<file path="src/rtl/if_id_queue.sv">
// Elastic IF/ID boundary: a DEPTH-entry FIFO of {pc, inst, pcIm} records feeding a
// registered ID-stage output slot, so IF can keep fetching while ID is stalled.
module if_id_queue #(
    parameter  int XLEN  = 32,
    parameter  int IMM_W = 12,
    parameter  int DEPTH = 4,
    localparam int CNT_W = $clog2(DEPTH) + 1
) (
    input  logic             clk_i,
    input  logic             start_i,
    input  logic             flush_i,
    input  logic             hazard_i,
    input  logic             push_i,
    output logic             ready_o,
    input  logic [XLEN-1:0]  pc_i,
    input  logic [XLEN-1:0]  inst_i,
    input  logic [IMM_W-1:0] pcIm_i,
    output logic [XLEN-1:0]  pc_o,
    output logic [XLEN-1:0]  inst_o,
    output logic [IMM_W-1:0] pcIm_o,
    output logic             valid_o,
    output logic [CNT_W-1:0] count_o
);

    localparam int PTR_W = $clog2(DEPTH);

    logic [XLEN-1:0]  pc_mem_q   [DEPTH];
    logic [XLEN-1:0]  inst_mem_q [DEPTH];
    logic [IMM_W-1:0] pcim_mem_q [DEPTH];

    logic [PTR_W-1:0] rd_ptr_q, rd_ptr_d;
    logic [PTR_W-1:0] wr_ptr_q, wr_ptr_d;
    logic [CNT_W-1:0] count_q, count_d;
    logic [XLEN-1:0]  pc_q, pc_d;
    logic [XLEN-1:0]  inst_q, inst_d;
    logic [IMM_W-1:0] pcim_q, pcim_d;
    logic             valid_q, valid_d;

    logic             ready_s;
    logic             push_acc_s;
    logic             wr_en_s;

    // Ready is derived from the registered count only, so a same-cycle pop never raises it
    assign ready_s    = (count_q < CNT_W'(DEPTH));
    assign push_acc_s = push_i & ready_s;

    // Next-state selection: flush > hazard > pop head > bypass > bubble
    always_comb begin
        rd_ptr_d = rd_ptr_q;
        wr_ptr_d = wr_ptr_q;
        count_d  = count_q;
        pc_d     = pc_q;
        inst_d   = inst_q;
        pcim_d   = pcim_q;
        valid_d  = valid_q;
        wr_en_s  = 1'b0;

        if (flush_i) begin
            rd_ptr_d = {PTR_W{1'b0}};
            wr_ptr_d = {PTR_W{1'b0}};
            count_d  = {CNT_W{1'b0}};
            pc_d     = pc_i;
            inst_d   = {XLEN{1'b0}};
            pcim_d   = {IMM_W{1'b0}};
            valid_d  = 1'b0;
        end else if (hazard_i) begin
            if (push_acc_s) begin
                wr_en_s  = 1'b1;
                wr_ptr_d = wr_ptr_q + PTR_W'(1);
                count_d  = count_q + CNT_W'(1);
            end else begin
                count_d  = count_q;
            end
        end else if (count_q != {CNT_W{1'b0}}) begin
            pc_d     = pc_mem_q[rd_ptr_q];
            inst_d   = inst_mem_q[rd_ptr_q];
            pcim_d   = pcim_mem_q[rd_ptr_q];
            valid_d  = 1'b1;
            rd_ptr_d = rd_ptr_q + PTR_W'(1);
            if (push_acc_s) begin
                wr_en_s  = 1'b1;
                wr_ptr_d = wr_ptr_q + PTR_W'(1);
                count_d  = count_q;
            end else begin
                count_d  = count_q - CNT_W'(1);
            end
        end else if (push_acc_s) begin
            // Empty queue: the fetched record goes straight to the output slot
            pc_d    = pc_i;
            inst_d  = inst_i;
            pcim_d  = pcIm_i;
            valid_d = 1'b1;
        end else begin
            inst_d  = {XLEN{1'b0}};
            pcim_d  = {IMM_W{1'b0}};
            valid_d = 1'b0;
        end
    end

    // Control state and output slot registers
    always_ff @(posedge clk_i or negedge start_i) begin
        if (!start_i) begin
            rd_ptr_q <= {PTR_W{1'b0}};
            wr_ptr_q <= {PTR_W{1'b0}};
            count_q  <= {CNT_W{1'b0}};
            pc_q     <= {XLEN{1'b0}};
            inst_q   <= {XLEN{1'b0}};
            pcim_q   <= {IMM_W{1'b0}};
            valid_q  <= 1'b0;
        end else begin
            rd_ptr_q <= rd_ptr_d;
            wr_ptr_q <= wr_ptr_d;
            count_q  <= count_d;
            pc_q     <= pc_d;
            inst_q   <= inst_d;
            pcim_q   <= pcim_d;
            valid_q  <= valid_d;
        end
    end

    // Queue storage; contents are don't-care after reset, so it carries none
    always_ff @(posedge clk_i) begin
        if (wr_en_s) begin
            pc_mem_q[wr_ptr_q]   <= pc_i;
            inst_mem_q[wr_ptr_q] <= inst_i;
            pcim_mem_q[wr_ptr_q] <= pcIm_i;
        end
    end

    assign ready_o = ready_s;
    assign pc_o    = pc_q;
    assign inst_o  = inst_q;
    assign pcIm_o  = pcim_q;
    assign valid_o = valid_q;
    assign count_o = count_q;

endmodule

</file>
<file path="config.mk">
export PLATFORM = sky130hd
export DESIGN_NAME = if_id_queue
export DESIGN_NICKNAME = d
export VERILOG_FILES = /design/src/rtl/if_id_queue.sv
export SDC_FILE = /design/constraint.sdc
export NUM_CORES = 1
export LEC_CHECK = 0
export ABC_AREA = 1
export CORE_MARGIN = 2
export CORE_UTILIZATION = 60
export DETAILED_ROUTE_END_ITERATION = 8
export PLACE_DENSITY = 0.86
export SKIP_CTS_REPAIR_TIMING = 1
export SLEW_MARGIN = 20
export SYNTH_ARGS = -nofsm -noshare
export SYNTH_HDL_FRONTEND = slang
export SYNTH_SLANG_ARGS = --single-unit
export TNS_END_PERCENT = 10
</file>
<file path="constraint.sdc">
create_clock -name clk_i -period 13.85 [get_ports clk_i]
set_input_delay 2.77 -clock clk_i [delete_from_list [all_inputs] [get_ports clk_i]]
set_output_delay 2.77 -clock clk_i [all_outputs]
set_load 0.01 [all_outputs]
</file>
# Word level (Yosys, flattened, before mapping)
# Memories as Yosys holds them, arrays and structs flattened.
# Cells that the tools add are included.
# op_classes
addsub,4
n_lt_le_gt_ge,1
eq_ne,3
muxes,33
n_bitwise,1
n_reduce_logical,7
# op_table
operator,count
32-bit 2-to-1 mux,8
12-bit 2-to-1 mux,4
3-bit 2-to-1 mux,5
2-bit 2-to-1 mux,7
1-bit 2-to-1 mux,9
3-bit nonzero test,3
2-bit by 1-bit adder with 2-bit output (second input constant),2
2-bit AND reduction,2
3-bit by 1-bit adder with 3-bit output (second input constant),1
3-bit < comparator (second input constant),1
3-bit by 2-bit inequality test with 1-bit output (second input constant),1
3-bit inequality test (second input constant),1
3-bit AND reduction,1
3-bit by 1-bit subtractor with 3-bit output (second input constant),1
2-bit inequality test (second input constant),1
2-bit nonzero test,1
1-bit AND,1
# word_totals
ff_bits,84
mem_bits_rw,304
in_bits,81
output_inout_bits,81
word_cells,59
memories,3
# memory_table
memory,words,width,read_ports,rd_ports_with_merged_regs,write_ports,line,text
inst_mem_q,4,32,1,0,1,28,logic [XLEN-1:0] inst_mem_q [DEPTH];
pc_mem_q,4,32,1,0,1,27,logic [XLEN-1:0] pc_mem_q [DEPTH];
pcim_mem_q,4,12,1,0,1,29,logic [IMM_W-1:0] pcim_mem_q [DEPTH];

# Depth between registers and ports, before layout
# Gate-level depths: netlist of run 1.
# logic_depth
ltp_word,8
mapped_depth,9
ltp_nobuf,8

# Least setup slack after synthesis of run 1
# No wires, ideal clock.
# synth_timing
path_type,input port to flip-flop
start,input port push_i
end,"memory inst_mem_q[0][0], enable pin"
setup_time_ns,0.511
arrival_ns,6.410
required_ns,13.339
setup_slack_ns,6.929
path_stages,5
path_buffers,1
path_cell_list,inv_1 -> nor2_1 -> buf_2 -> nand3_1 -> nor2_1
# synth_between
elab_chain_cells,7
# synth_rtl
element,line,text
from (decl),13,"input logic push_i,"
1-bit AND *,45,assign push_acc_s = push_i & ready_s;
1-bit 2-to-1 mux *,"67, 80",
1-bit 2-to-1 mux,74,end else if (count_q != {CNT_W{1'b0}}) begin
1-bit 2-to-1 mux *,66,end else if (hazard_i) begin
1-bit 2-to-1 mux *,58,if (flush_i) begin
1-bit 2-to-1 mux *,123,if (wr_en_s) begin
1-bit 2-to-1 mux (not written as such) *,125,inst_mem_q[wr_ptr_q] <= inst_i;
to (decl),28,
# Mark *: on every way between the ends. The rest lies on a longest branch, timed or not.

# Worst setup path in the final report of run 1
# layout_timing
start,input port flush_i
end,register pc_q[4] (netlist: pc_o[4])
# layout_between
elab_chain_cells,2
elab_cells_between_ends,4
classes_between,eq/ne (1); mux (1); reduce/logical (2)
# layout_rtl
element,line,text
from (decl),11,"input logic flush_i,"
2-bit inequality test (no line) or 3-bit nonzero test (tied branches),n/a,
2-bit AND reduction (no line),n/a,
to (signal assigned),106,pc_q <= {XLEN{1'b0}};
to (signal assigned),114,pc_q <= pc_d;
to (decl),34,"logic [XLEN-1:0] pc_q, pc_d;"
# Parallel ways exist; a longest one is shown, timed or not.
# A chain may end at the register's enable or synchronous reset.

==> metrics.md, run 1 <==
| Metric | Value |
|---|---|
| Final GP Congestion | `0.8076` |
| Clock Sinks | `388` |
| Post-synthesis adder-cell area fraction | `0.004080` |
| Slew @ Worst Pin | `1.142 ns` |
| Tcrit/Tclk final | `0.4511` |
| Critical path arrival | `6.65 ns` |
| Clock Path Buffers | `3` |
| Critical path origin | `flush_i` |
| RR Endpoint | `pc_o[4]` |
| Layout area overhead | `18.55%` |
| Worst path slowest cell | `inv_2` |
| Final Hold Fails | `0` |
| Hold wc startpoint | `pc_o[5]` |
| Global-route wire length before repair | `65670 microns` |
| # H-tree levels | `2` |
| Largest area contributor in the synthesized netlist | `edfxtp_1` |
| Clk_lat worst skew | `0.54 ns` |
| Rows | `61` |
| Worst Path Required | `14.26 ns` |
| Setup TNS | `0 ns` |
| Sequential area share after synthesis | `0.6539` |
| Antenna diodes | `0` |
| Starting density of the core | `0.6131` |
| Largest net degree at the start of global routing | `84` |
| Vias in the first global route | `13210` |
| Multiplexer share of the synthesized area | `0` |
| Post-detail-place hpwl | `22960 microns` |
| Clock transition at the registers of the reported paths | `0.06 ns` |
| Via Count | `12970` |
| Top cells by count, synth | `nand2_1 (555), inv_1 (391), edfxtp_1 (304), nand3_1 (220), dfrtp_1 (84)` |
| Finished Layout Cells | `2344` |
| Core area | `0.02801 sq mm` |
| Post-synthesis xor/xnor area fraction | `0` |
| DR WL/cell | `17.67 microns` |
| TritonCTS clock tree | `built` |
| Clk root buf | `clkbuf_16` |
| Synthesis warning total | `0` |
| Compound-Gate Fraction of Synth Area | `0.01574` |
| Io pins | `162` |
| Antenna Nets Post-Route | `0` |
| Clock Skews | `0.02264 ns` |
| RSZ-0062 raised after global routing | `false` |
| Top cell type's share of synthesized area | `0.5315` |
| IO Port Bufs | `161` |
| Hold-critical path depth | `2` |
| DIE WIDTH | `173.2 microns` |
| Maximum VDD drop | `0.0001282 V` |
| Synth Flop Type | `edfxtp_1` |
| Routed WL | `41420 microns` |
| Ratio of cells with drive above 1 in the final layout | `0.04680` |
| Critical path class | `in -> reg` |
| Relative slew slack | `0.2389` |
| R2r setup slk | `10.58 ns` |
| Initial antenna violation count | `0` |
| Die Y | `173.2 microns` |
| Hold crit path type | `reg -> reg` |
| Startpoint Class | `primary input` |
| Placed cells | `2271` |
| Slowest stage delay, CP | `0.81 ns` |
| Max-slew violations | `0` |
| Crit-path cells | `clkdlybuf4s50_1 > inv_2 > nand2_2 > inv_2 > buf_4 > nand3_1 > nand3_1 > nand2_1` |
| CP bufs+invs | `4` |
| FF+latch count, synth | `388` |
| Asr flop ratio synth | `0.2165` |
| Tmin final | `6.247 ns` |
| Fmax | `160.1 MHz` |
| Worst Hold Endpoint | `pc_o[5]` |
| Post-Syn Area per Cell | `9.478 sq um` |
| Violation count after the first detailed-route iteration | `1508` |
| Pwr dens | `191.8 mW/mm^2` |
| Routed vias/inst | `5.534` |
| Syn Nets | `1898` |
| Critical path endpoint category | `flip-flop` |
| DRC viols | `0` |
| Max-cap violations | `0` |
| Post-synth EDFFs | `304` |
| Synth top area cells | `edfxtp_1 (53%), dfrtp_1 (12%), nand2_1 (12%)` |
| Largest family of logic cells by synthesized area | `simple AND/OR/NAND/NOR gates` |
| Cell area after synthesis | `0.01717 sq mm` |
| Crit Path Max Fanout | `54` |
| DRT Pass-1 Iters | `8` |
| Delay-heaviest family, CP | `buffers and inverters` |
| Filler Cells Inserted | `1803` |
| DIE AREA | `0.02999 sq mm` |
| GRT overflow | `0` |
| Worst-case reg-to-reg path depth | `8` |
| Status | `finished, final reports clean` |
| Gr usage total | `0.2747` |
| Simple-gate share of the synthesized area | `0.2154` |
| CTS Buf Count | `39` |
| Synth unique cells | `21` |
| Lkg Pwr | `9.326 nW` |
| Post-Synthesis Cells | `1812` |
| Top-count cell post-synth | `nand2_1` |
| Nets | `2022` |
| Final setup vio count | `0` |
| Crit Reg-Reg Startpoint | `count_o[1]` |
## sequential cells by signal, indices dropped and copies added, names as in the netlist
register	flops
count_o	3
inst_mem_q	128
inst_o	32
pcIm_o	12
pc_mem_q	128
pc_o	32
pcim_mem_q	48
rd_ptr_q	2
valid_o	1
wr_ptr_q	2
## layout make-up
class | count | area, sq um | share of cell area
clock inverter | 16 | 224.0 | 0.01100
timing repair buffer | 173 | 1747 | 0.08579
inverter | 398 | 1498 | 0.07356
clock buffer | 55 | 1097 | 0.05390
multi-input combinational | 936 | 4083 | 0.2005
tap | 378 | 473.0 | 0.02323
sequential | 388 | 11240 | 0.5520
## worst reg2reg max path, cell delays in order (launching register included)
cell and delay (ns):
dfrtp_1 0.44, nor2_4 0.51, nand2_2 0.20, nand2_2 0.66, inv_2 0.53, buf_4 0.46, nand3_1 0.18, nand3_1 0.10
nand2_1 0.12
## metrics by stage
stage	setup slack (ns)	instance area, sq um	hold WS (ns)	total power, mW	utilization
after floorplan	6.929	17170	0.5024	2.308	-
after global placement	7.399	18980	0.4695	2.751	0.6774
after detailed placement	7.255	18980	0.4654	2.798	0.6774
after CTS	7.773	20300	0.4852	3.885	0.7246
after global routing	7.454	20360	0.5079	4.088	0.7269
final	7.603	20360	0.4816	3.905	0.7269
## how the worst max path moves through the flow
stage,endpoint,depth (start not counted)
floorplan,inst_mem_q[0][0],5
global placement,pc_o[21],8
detailed placement,pc_o[4],8
CTS,pc_o[4],8
global route,pc_o[4],8
finish,pc_o[4],8
## cell families after synthesis
family                   count (synthesis)
adder cells (fa/ha/maj)                  5
AND/OR/NAND/NOR                        877
flip-flops                             388
AO/OA/AOI/OAI                           54
buffers and inverters                  488
## layout by cell type, fill, tap and decap left out, types with 2 or more instances in the layout
| cell type | netlist | routed |
|---|---|---|
| nand2_1 | 555 | 555 |
| inv_1 | 391 | 391 |
| edfxtp_1 | 304 | 304 |
| nand3_1 | 220 | 220 |
| clkdlybuf4s50_1 | 0 | 160 |
| dfrtp_1 | 84 | 82 |
| nor2_1 | 51 | 46 |
| nand4_1 | 45 | 45 |
| a21oi_1 | 44 | 44 |
| clkbuf_16 | 0 | 40 |
| clkbuf_1 | 40 | 11 |
| o21ai_0 | 9 | 9 |
| buf_4 | 8 | 9 |
| nor2_4 | 1 | 7 |
| clkinv_2 | 0 | 7 |
| inv_2 | 7 | 5 |
| bufinv_16 | 0 | 5 |
| ha_1 | 4 | 4 |
| clkbuf_8 | 0 | 4 |
| nand2_2 | 2 | 2 |
| clkinvlp_4 | 0 | 2 |
| buf_16 | 0 | 2 |
| buf_6 | 0 | 2 |
| dfrtp_4 | 0 | 2 |
## report_power, final
group | switching (mW) | internal [mW] | total [mW]
Clock | 0.433 | 0.649 | 1.08
Sequential | 0.173 | 1.45 | 1.62
Combinational | 0.744 | 0.457 | 1.20
## per-layer routing
metal | track usage | part of all wire | vias up
li1 | - | - | 5928
met1 | 0.3374 | 0.37 | 6162
met2 | 0.4780 | 0.51 | 760
met3 | 0.04046 | 0.093 | 121
met4 | 0.1352 | 0.035 | 0
met5 | 0 | 0 | -
Power figures use the tool's default switching activity.
==> run 2: changes to the inputs <==
--- a/config.mk
+++ b/config.mk
@@ -7,9 +7,9 @@
 export LEC_CHECK = 0
 export ABC_AREA = 1
 export CORE_MARGIN = 2
-export CORE_UTILIZATION = 60
+export CORE_UTILIZATION = 52
 export DETAILED_ROUTE_END_ITERATION = 8
-export PLACE_DENSITY = 0.86
+export PLACE_DENSITY = 0.79
 export SKIP_CTS_REPAIR_TIMING = 1
 export SLEW_MARGIN = 20
 export SYNTH_ARGS = -nofsm -noshare
==> constraint.sdc (replaced) <==
create_clock -name clk_i -period 5.4 [get_ports clk_i]
set_input_delay 1.08 -clock clk_i [delete_from_list [all_inputs] [get_ports clk_i]]
set_output_delay 1.08 -clock clk_i [all_outputs]
set_load 0.01 [all_outputs]
==> metrics.md, run 2 (same netlist as run 1, synthesis figures left out) <==
| Metric | Value |
|---|---|
| Final setup vio count | `0 (unchanged)` |
| Worst-case reg-to-reg path depth | `6 (was 8)` |
| Routed vias/inst | `5.188 (was 5.534)` |
| Fin util | `0.6263 (was 0.7269)` |
| Final GP Congestion | `0.7817 (was 0.8076)` |
| DR WL/cell | `16.76 microns (was 17.67 microns)` |
| Core area | `0.03254 sq mm (was 0.02801 sq mm)` |
| Critical path class | `in -> reg (unchanged)` |
| Pwr dens | `479.1 mW/mm^2 (was 191.8 mW/mm^2)` |
| Clock Skews | `0.01913 ns (was 0.02264 ns)` |
| Worst Hold Endpoint | `pc_o[16] (was pc_o[5])` |
| GRT overflow | `0 (unchanged)` |
| Violation count after the first detailed-route iteration | `1133 (was 1508)` |
| # H-tree levels | `2 (unchanged)` |
| Tmin final | `3.246 ns` |
| Startpoint Class | `primary input (unchanged)` |
| Tcrit/Tclk final | `0.6012` |
| Clock transition at the registers of the reported paths | `0.06 ns (about the same)` |
| DRC viols | `0 (unchanged)` |
| CTS Buf Count | `40 (was 39)` |
| DRT Pass-1 Iters | `8 (unchanged)` |
| Hold crit path type | `reg -> reg (unchanged)` |
| Crit Reg-Reg Startpoint | `rd_ptr_q[1] (was count_o[1])` |
| DIE WIDTH | `185.7 microns (was 173.2 microns)` |
| Vias in the first global route | `12370 (was 13210)` |
| Setup TNS | `0 ns (unchanged)` |
| Placed cells | `2341 (was 2271)` |
| Finished Layout Cells | `2416 (was 2344)` |
| Critical path endpoint category | `flip-flop (unchanged)` |
| Io pins | `162 (unchanged)` |
| Largest regs | `inst_mem_q: 128 flops, pc_mem_q: 128 flops, pcim_mem_q: 48 flops (unchanged)` |
| Total placed instance area | `0.01914 sq mm (was 0.01898 sq mm)` |
| Antenna diodes | `0 (unchanged)` |
| Critical path arrival | `3.42 ns (was 6.65 ns)` |
| Clk_lat worst skew | `0.53 ns (was 0.54 ns)` |
| TritonCTS clock tree | `built (unchanged)` |
| Maximum VDD drop | `0.0003396 V (was 0.0001282 V)` |
| Global-route wire length before repair | `63830 microns (was 65670 microns)` |
| Routed WL | `40500 microns (was 41420 microns)` |
| Nets | `2028 (was 2022)` |
| Via Count | `12540 (was 12970)` |
| Worst Path Required | `5.58 ns (was 14.26 ns)` |
| Fmax | `308.1 MHz` |
| RR Endpoint | `pc_o[31] (was pc_o[4])` |
| Commonest non-fill, non-tap cell in the layout | `nand2_1 (unchanged)` |
| Clock Path Buffers | `3 (unchanged)` |
| Crit Path Max Fanout | `63 (was 54)` |
| Status | `finished, final reports clean (unchanged)` |
| Antenna Nets Post-Route | `0 (unchanged)` |
| Starting density of the core | `0.5278 (was 0.6131)` |
| Hold wc startpoint | `pc_o[16] (was pc_o[5])` |
| Initial antenna violation count | `0 (unchanged)` |
| RSZ-0062 raised after global routing | `false (unchanged)` |
| Relative slew slack | `0.2576 (was 0.2389)` |
| Final instance area | `0.02038 sq mm (was 0.02036 sq mm)` |
| Minimum hold slack | `0.4850 ns (was 0.4816 ns)` |
| Ratio of cells with drive above 1 in the final layout | `0.04610 (was 0.04680)` |
| R2r setup slk | `2.30 ns (was 10.58 ns)` |
| Lkg Pwr | `9.300 nW (was 9.326 nW)` |
| Largest net degree at the start of global routing | `106 (was 84)` |
| Final Hold Fails | `0 (unchanged)` |
| Clock Sinks | `388 (unchanged)` |
| Rows | `66 (was 61)` |
| Slew @ Worst Pin | `1.112 ns (was 1.142 ns)` |
| DIE AREA | `0.03450 sq mm (was 0.02999 sq mm)` |
| Gr usage total | `0.2379 (was 0.2747)` |
| Hold-critical path depth | `2 (unchanged)` |
| Clk root buf | `clkbuf_16 (unchanged)` |
| Max-cap violations | `0 (unchanged)` |
| Post-detail-place hpwl | `23070 microns (was 22960 microns)` |
| Filler Cells Inserted | `2556 (was 1803)` |
| IO Port Bufs | `161 (unchanged)` |
| Layout area overhead | `18.65% (was 18.55%)` |
| Die Y | `185.7 microns (was 173.2 microns)` |
| Max-slew violations | `0 (unchanged)` |
| Most frequent cells in the layout | `nand2_1 (555), inv_1 (391), edfxtp_1 (304) (unchanged)` |
## run 2: changes by cell type in the layout (fill, tap and decap cells not counted), sizes merged
| cell | delta |
|---|---|
| clkbuf | +4 |
| bufinv | -4 |
| buf | +5 |
| inv | +1 |
| clkinvlp | -1 |
| clkinv | +3 |
## run 2: layout make-up
class	count	area (sq um)	share of cell area
sequential	388	11240	0.5515
multi-input combinational	936	4083	0.2004
timing repair buffer	178	1794	0.08805
inverter	398	1500	0.07362
clock buffer	59	1104	0.05416
tap	442	553.0	0.02714
clock inverter	15	105.1	0.005158
## run 2: worst max-delay path, cell delays in order
cell and delay [ns]:
clkdlybuf4s50_1 0.60, inv_2 0.20, nand4_1 0.19, nand3_1 0.36, nor2_4 0.53, buf_12 0.43
## run 2: power by group
group	switching [mW]	internal [mW]
clock network	1.10	1.47
logic	1.86	1.18
registers	0.446	3.71
total	3.40	6.36
## run 2: routing by layer
layer  share of wire  wire [microns]  global-route usage  vias to the layer above
li1                -               -                   -                     5950
met1            0.40           16320              0.3100                     5953
met2            0.49           19960              0.4122                      555
met3           0.079            3188             0.03561                       77
met4           0.025            1030             0.07402                        0
met5               0               0                   0                        -
## run 2: through the flow
| stage | worst slack [ns] | power (mW) |
|---|---|---|
| 2_1_floorplan | 0.1692 | 5.921 |
| 3_5_place_dp | 1.613 | 7.192 |
| 4_1_cts | 2.155 | 9.783 |
| 3_3_place_gp | 1.724 | 7.092 |
| 6_report | 2.154 | 9.762 |
| 5_1_grt | 1.992 | 10.29 |
## run 2: worst max path at each step
stage / cells after the start / to / from / slack [ns]
after floorplan: 5 / inst_mem_q[0][0] / push_i / 0.17
after global placement: 6 / pc_mem_q[1][11] / flush_i / 1.72
after detailed placement: 6 / pc_mem_q[1][10] / flush_i / 1.61
after CTS: 6 / inst_mem_q[1][19] / flush_i / 2.15
after global routing: 6 / pc_mem_q[0][14] / flush_i / 1.99
final: 6 / pc_mem_q[1][7] / flush_i / 2.15
==> run 3: changes to the inputs <==
--- a/config.mk
+++ b/config.mk
@@ -7,9 +7,9 @@
 export LEC_CHECK = 0
 export ABC_AREA = 1
 export CORE_MARGIN = 2
-export CORE_UTILIZATION = 52
+export CORE_UTILIZATION = 58
 export DETAILED_ROUTE_END_ITERATION = 8
-export PLACE_DENSITY = 0.79
+export PLACE_DENSITY = 0.84
 export SKIP_CTS_REPAIR_TIMING = 1
 export SLEW_MARGIN = 20
 export SYNTH_ARGS = -nofsm -noshare
==> constraint.sdc (replaced) <==
create_clock -name clk_i -period 3.1 [get_ports clk_i]
set_input_delay 0.62 -clock clk_i [delete_from_list [all_inputs] [get_ports clk_i]]
set_output_delay 0.62 -clock clk_i [all_outputs]
set_load 0.01 [all_outputs]
==> metrics.md, run 3 (same netlist as run 1, synthesis figures left out) <==
| Metric | Value |
|---|---|
| DIE WIDTH | `176.1 microns (was 185.7 microns)` |
| GRT met1 Usage | `0.3332 (was 0.3100)` |
| GRT overflow | `0 (unchanged)` |
| Status | `finished, final reports clean (unchanged)` |
| Rows | `62 (was 66)` |
| Routed vias/inst | `5.459 (was 5.188)` |
| Post-detail-place hpwl | `24310 microns (was 23070 microns)` |
| Worst-case reg-to-reg path depth | `7 (was 6)` |
| Critical path arrival | `2.69 ns (was 3.42 ns)` |
| Clock Sinks | `388 (unchanged)` |
| RSZ-0062 raised after global routing | `false (unchanged)` |
| Clock transition at the registers of the reported paths | `0.06 ns (about the same)` |
| Nets | `2035 (was 2028)` |
| Worst Path Required | `3.32 ns (was 5.58 ns)` |
| Max-slew violations | `0 (unchanged)` |
| DIE AREA | `0.03100 sq mm (was 0.03450 sq mm)` |
| Clock Skews | `0.02080 ns (was 0.01913 ns)` |
| Max-cap violations | `0 (unchanged)` |
| Critical path destination | `inst_mem_q[1][28] (was pc_mem_q[1][7])` |
| Largest regs | `inst_mem_q: 128 flops, pc_mem_q: 128 flops, pcim_mem_q: 48 flops (unchanged)` |
| Lkg Pwr | `9.395 nW (was 9.300 nW)` |
| Slew @ Worst Pin | `0.8398 ns (was 1.112 ns)` |
| CTS Buf Count | `38 (was 40)` |
| Largest net degree at the start of global routing | `95 (was 106)` |
| Final instance area | `0.02049 sq mm (was 0.02038 sq mm)` |
| Fraction of met3 tracks used by global routing | `0.04070 (was 0.03561)` |
| Die Y | `176.1 microns (was 185.7 microns)` |
| Met2 usage | `0.4645 (was 0.4122)` |
| Critical path class | `in -> reg (unchanged)` |
| Io pins | `162 (unchanged)` |
| Total placed instance area | `0.01919 sq mm (was 0.01914 sq mm)` |
| Pwr dens | `848.7 mW/mm^2 (was 479.1 mW/mm^2)` |
| Clk root buf | `clkbuf_16 (unchanged)` |
| Fmax | `404.9 MHz` |
| Routed WL | `40930 microns (was 40500 microns)` |
| Seq pwr share | `0.407 (was 0.426)` |
| Final Hold Fails | `0 (unchanged)` |
| Logic pwr share | `0.317 (was 0.311)` |
| Fin util | `0.7081 (was 0.6263)` |
| Crit Path Max Fanout | `13 (was 63)` |
| Layout area overhead | `19.30% (was 18.65%)` |
| Initial antenna violation count | `1 (was 0)` |
| Violation count after the first detailed-route iteration | `1490 (was 1133)` |
| DRT Pass-1 Iters | `5 (was 8)` |
| Startpoint Class | `primary input (unchanged)` |
| Commonest non-fill, non-tap cell in the layout | `nand2_1 (unchanged)` |
| Critical path origin | `flush_i (unchanged)` |
| Gr busiest metal | `met2 (unchanged)` |
| TritonCTS clock tree | `built (unchanged)` |
| DRC viols | `0 (unchanged)` |
| Most frequent cells in the layout | `nand2_1 (555), inv_1 (391), edfxtp_1 (304) (unchanged)` |
| Int Pwr | `11.39 mW (was 6.359 mW)` |
| Vias in the first global route | `13200 (was 12370)` |
| # H-tree levels | `2 (unchanged)` |
| Clk pwr share | `0.276 (was 0.263)` |
| Crit Reg-Reg Startpoint | `rd_ptr_q[0] (was rd_ptr_q[1])` |
| Finished Layout Cells | `2363 (was 2416)` |
| Starting density of the core | `0.5935 (was 0.5278)` |
| Antenna Nets Post-Route | `0 (unchanged)` |
| Net Sw Frac | `0.3450 (was 0.3486)` |
| Placed cells | `2293 (was 2341)` |
| Psw | `5.999 mW (was 3.403 mW)` |
| RR Endpoint | `inst_o[21] (was pc_o[31])` |
| Critical path endpoint category | `flip-flop (unchanged)` |
| Gr usage total | `0.2659 (was 0.2379)` |
| R2r setup slk | `0.81 ns (was 2.30 ns)` |
| Ratio of cells with drive above 1 in the final layout | `0.05205 (was 0.04610)` |
| IO Port Bufs | `161 (unchanged)` |
| Hold crit path type | `in -> async (was reg -> reg)` |
| Global-route wire length before repair | `64810 microns (was 63830 microns)` |
| Relative slew slack | `0.4401 (was 0.2576)` |
| Core area | `0.02894 sq mm (was 0.03254 sq mm)` |
| DR WL/cell | `17.32 microns (was 16.76 microns)` |
| Final setup vio count | `0 (unchanged)` |
| Antenna diodes | `0 (unchanged)` |
| Clock Path Buffers | `3 (unchanged)` |
| Final GP Congestion | `0.8122 (was 0.7817)` |
| Minimum hold slack | `0.1892 ns (was 0.4850 ns)` |
| Clk_lat worst skew | `0.54 ns (was 0.53 ns)` |
| Tcrit/Tclk final | `0.7967` |
| Via Count | `12900 (was 12540)` |
| Maximum VDD drop | `0.0004913 V (was 0.0003396 V)` |
| Tmin final | `2.470 ns` |
run 3: cell types whose count changed in the layout (fill, tap and decap cells not counted), sizes merged:
| cell | previous run | this run |
|---|---|---|
| buf | 18 | 27 |
| clkbuf | 59 | 52 |
| bufinv | 1 | 5 |
| inv | 399 | 397 |
| clkinv | 12 | 13 |
run 3: final cells by class:
cell class                      count  area (sq um)
Multi-Input combinational cell    936          4078
Timing Repair Buffer              187          1892
Fill cell                        1874          8447
Tap cell                          384         480.5
Inverter                          398          1498
Sequential cell                   388         11240
Clock inverter                     18         237.7
Clock buffer                       52          1065
run 3: metrics by stage:
stage	total power, mW	setup TNS, ns	worst slack (ns)
2_1_floorplan	10.30	-140.83	-0.4632
3_3_place_gp	12.37	0	0.1999
3_5_place_dp	12.59	0	0.1451
4_1_cts	17.40	0	0.6495
5_1_grt	18.24	0	0.5206
6_report	17.39	0	0.6303
run 3: critical path: stages:
cell	delay [ns]
clkdlybuf4s50_1	0.58
inv_2	0.15
nand4_1	0.17
nand3_1	0.36
nor2_4	0.48
buf_4	0.32
run 3: per-layer routing:
layer	vias up	routed length [microns]
li1	5948	-
met1	6138	15410
met2	694	20730
met3	118	3493
met4	2	1280
met5	-	13
run 3: power groups by stage:
| stage | Combinational [mW] | Clock (mW) | Sequential, mW |
|---|---|---|---|
| floorplan | 3.20 | 0 | 7.10 |
| global placement | 5.25 | 0 | 7.12 |
| detailed placement | 5.45 | 0 | 7.14 |
| CTS | 5.51 | 4.82 | 7.07 |
| global route | 6.05 | 5.03 | 7.16 |
| finish | 5.52 | 4.79 | 7.08 |
run 3: worst min-delay path by stage:
stage                  start    endpoint  slack (ns)  cells past startpoint
floorplan            start_i  count_o[0]        0.32                      0
global placement     pc_o[8]     pc_o[8]        0.47                      2
detailed placement  pc_o[29]    pc_o[29]        0.47                      2
CTS                  start_i   inst_o[3]        0.18                      1
global route         start_i   inst_o[9]        0.25                      1
finish               start_i   inst_o[3]        0.19                      1
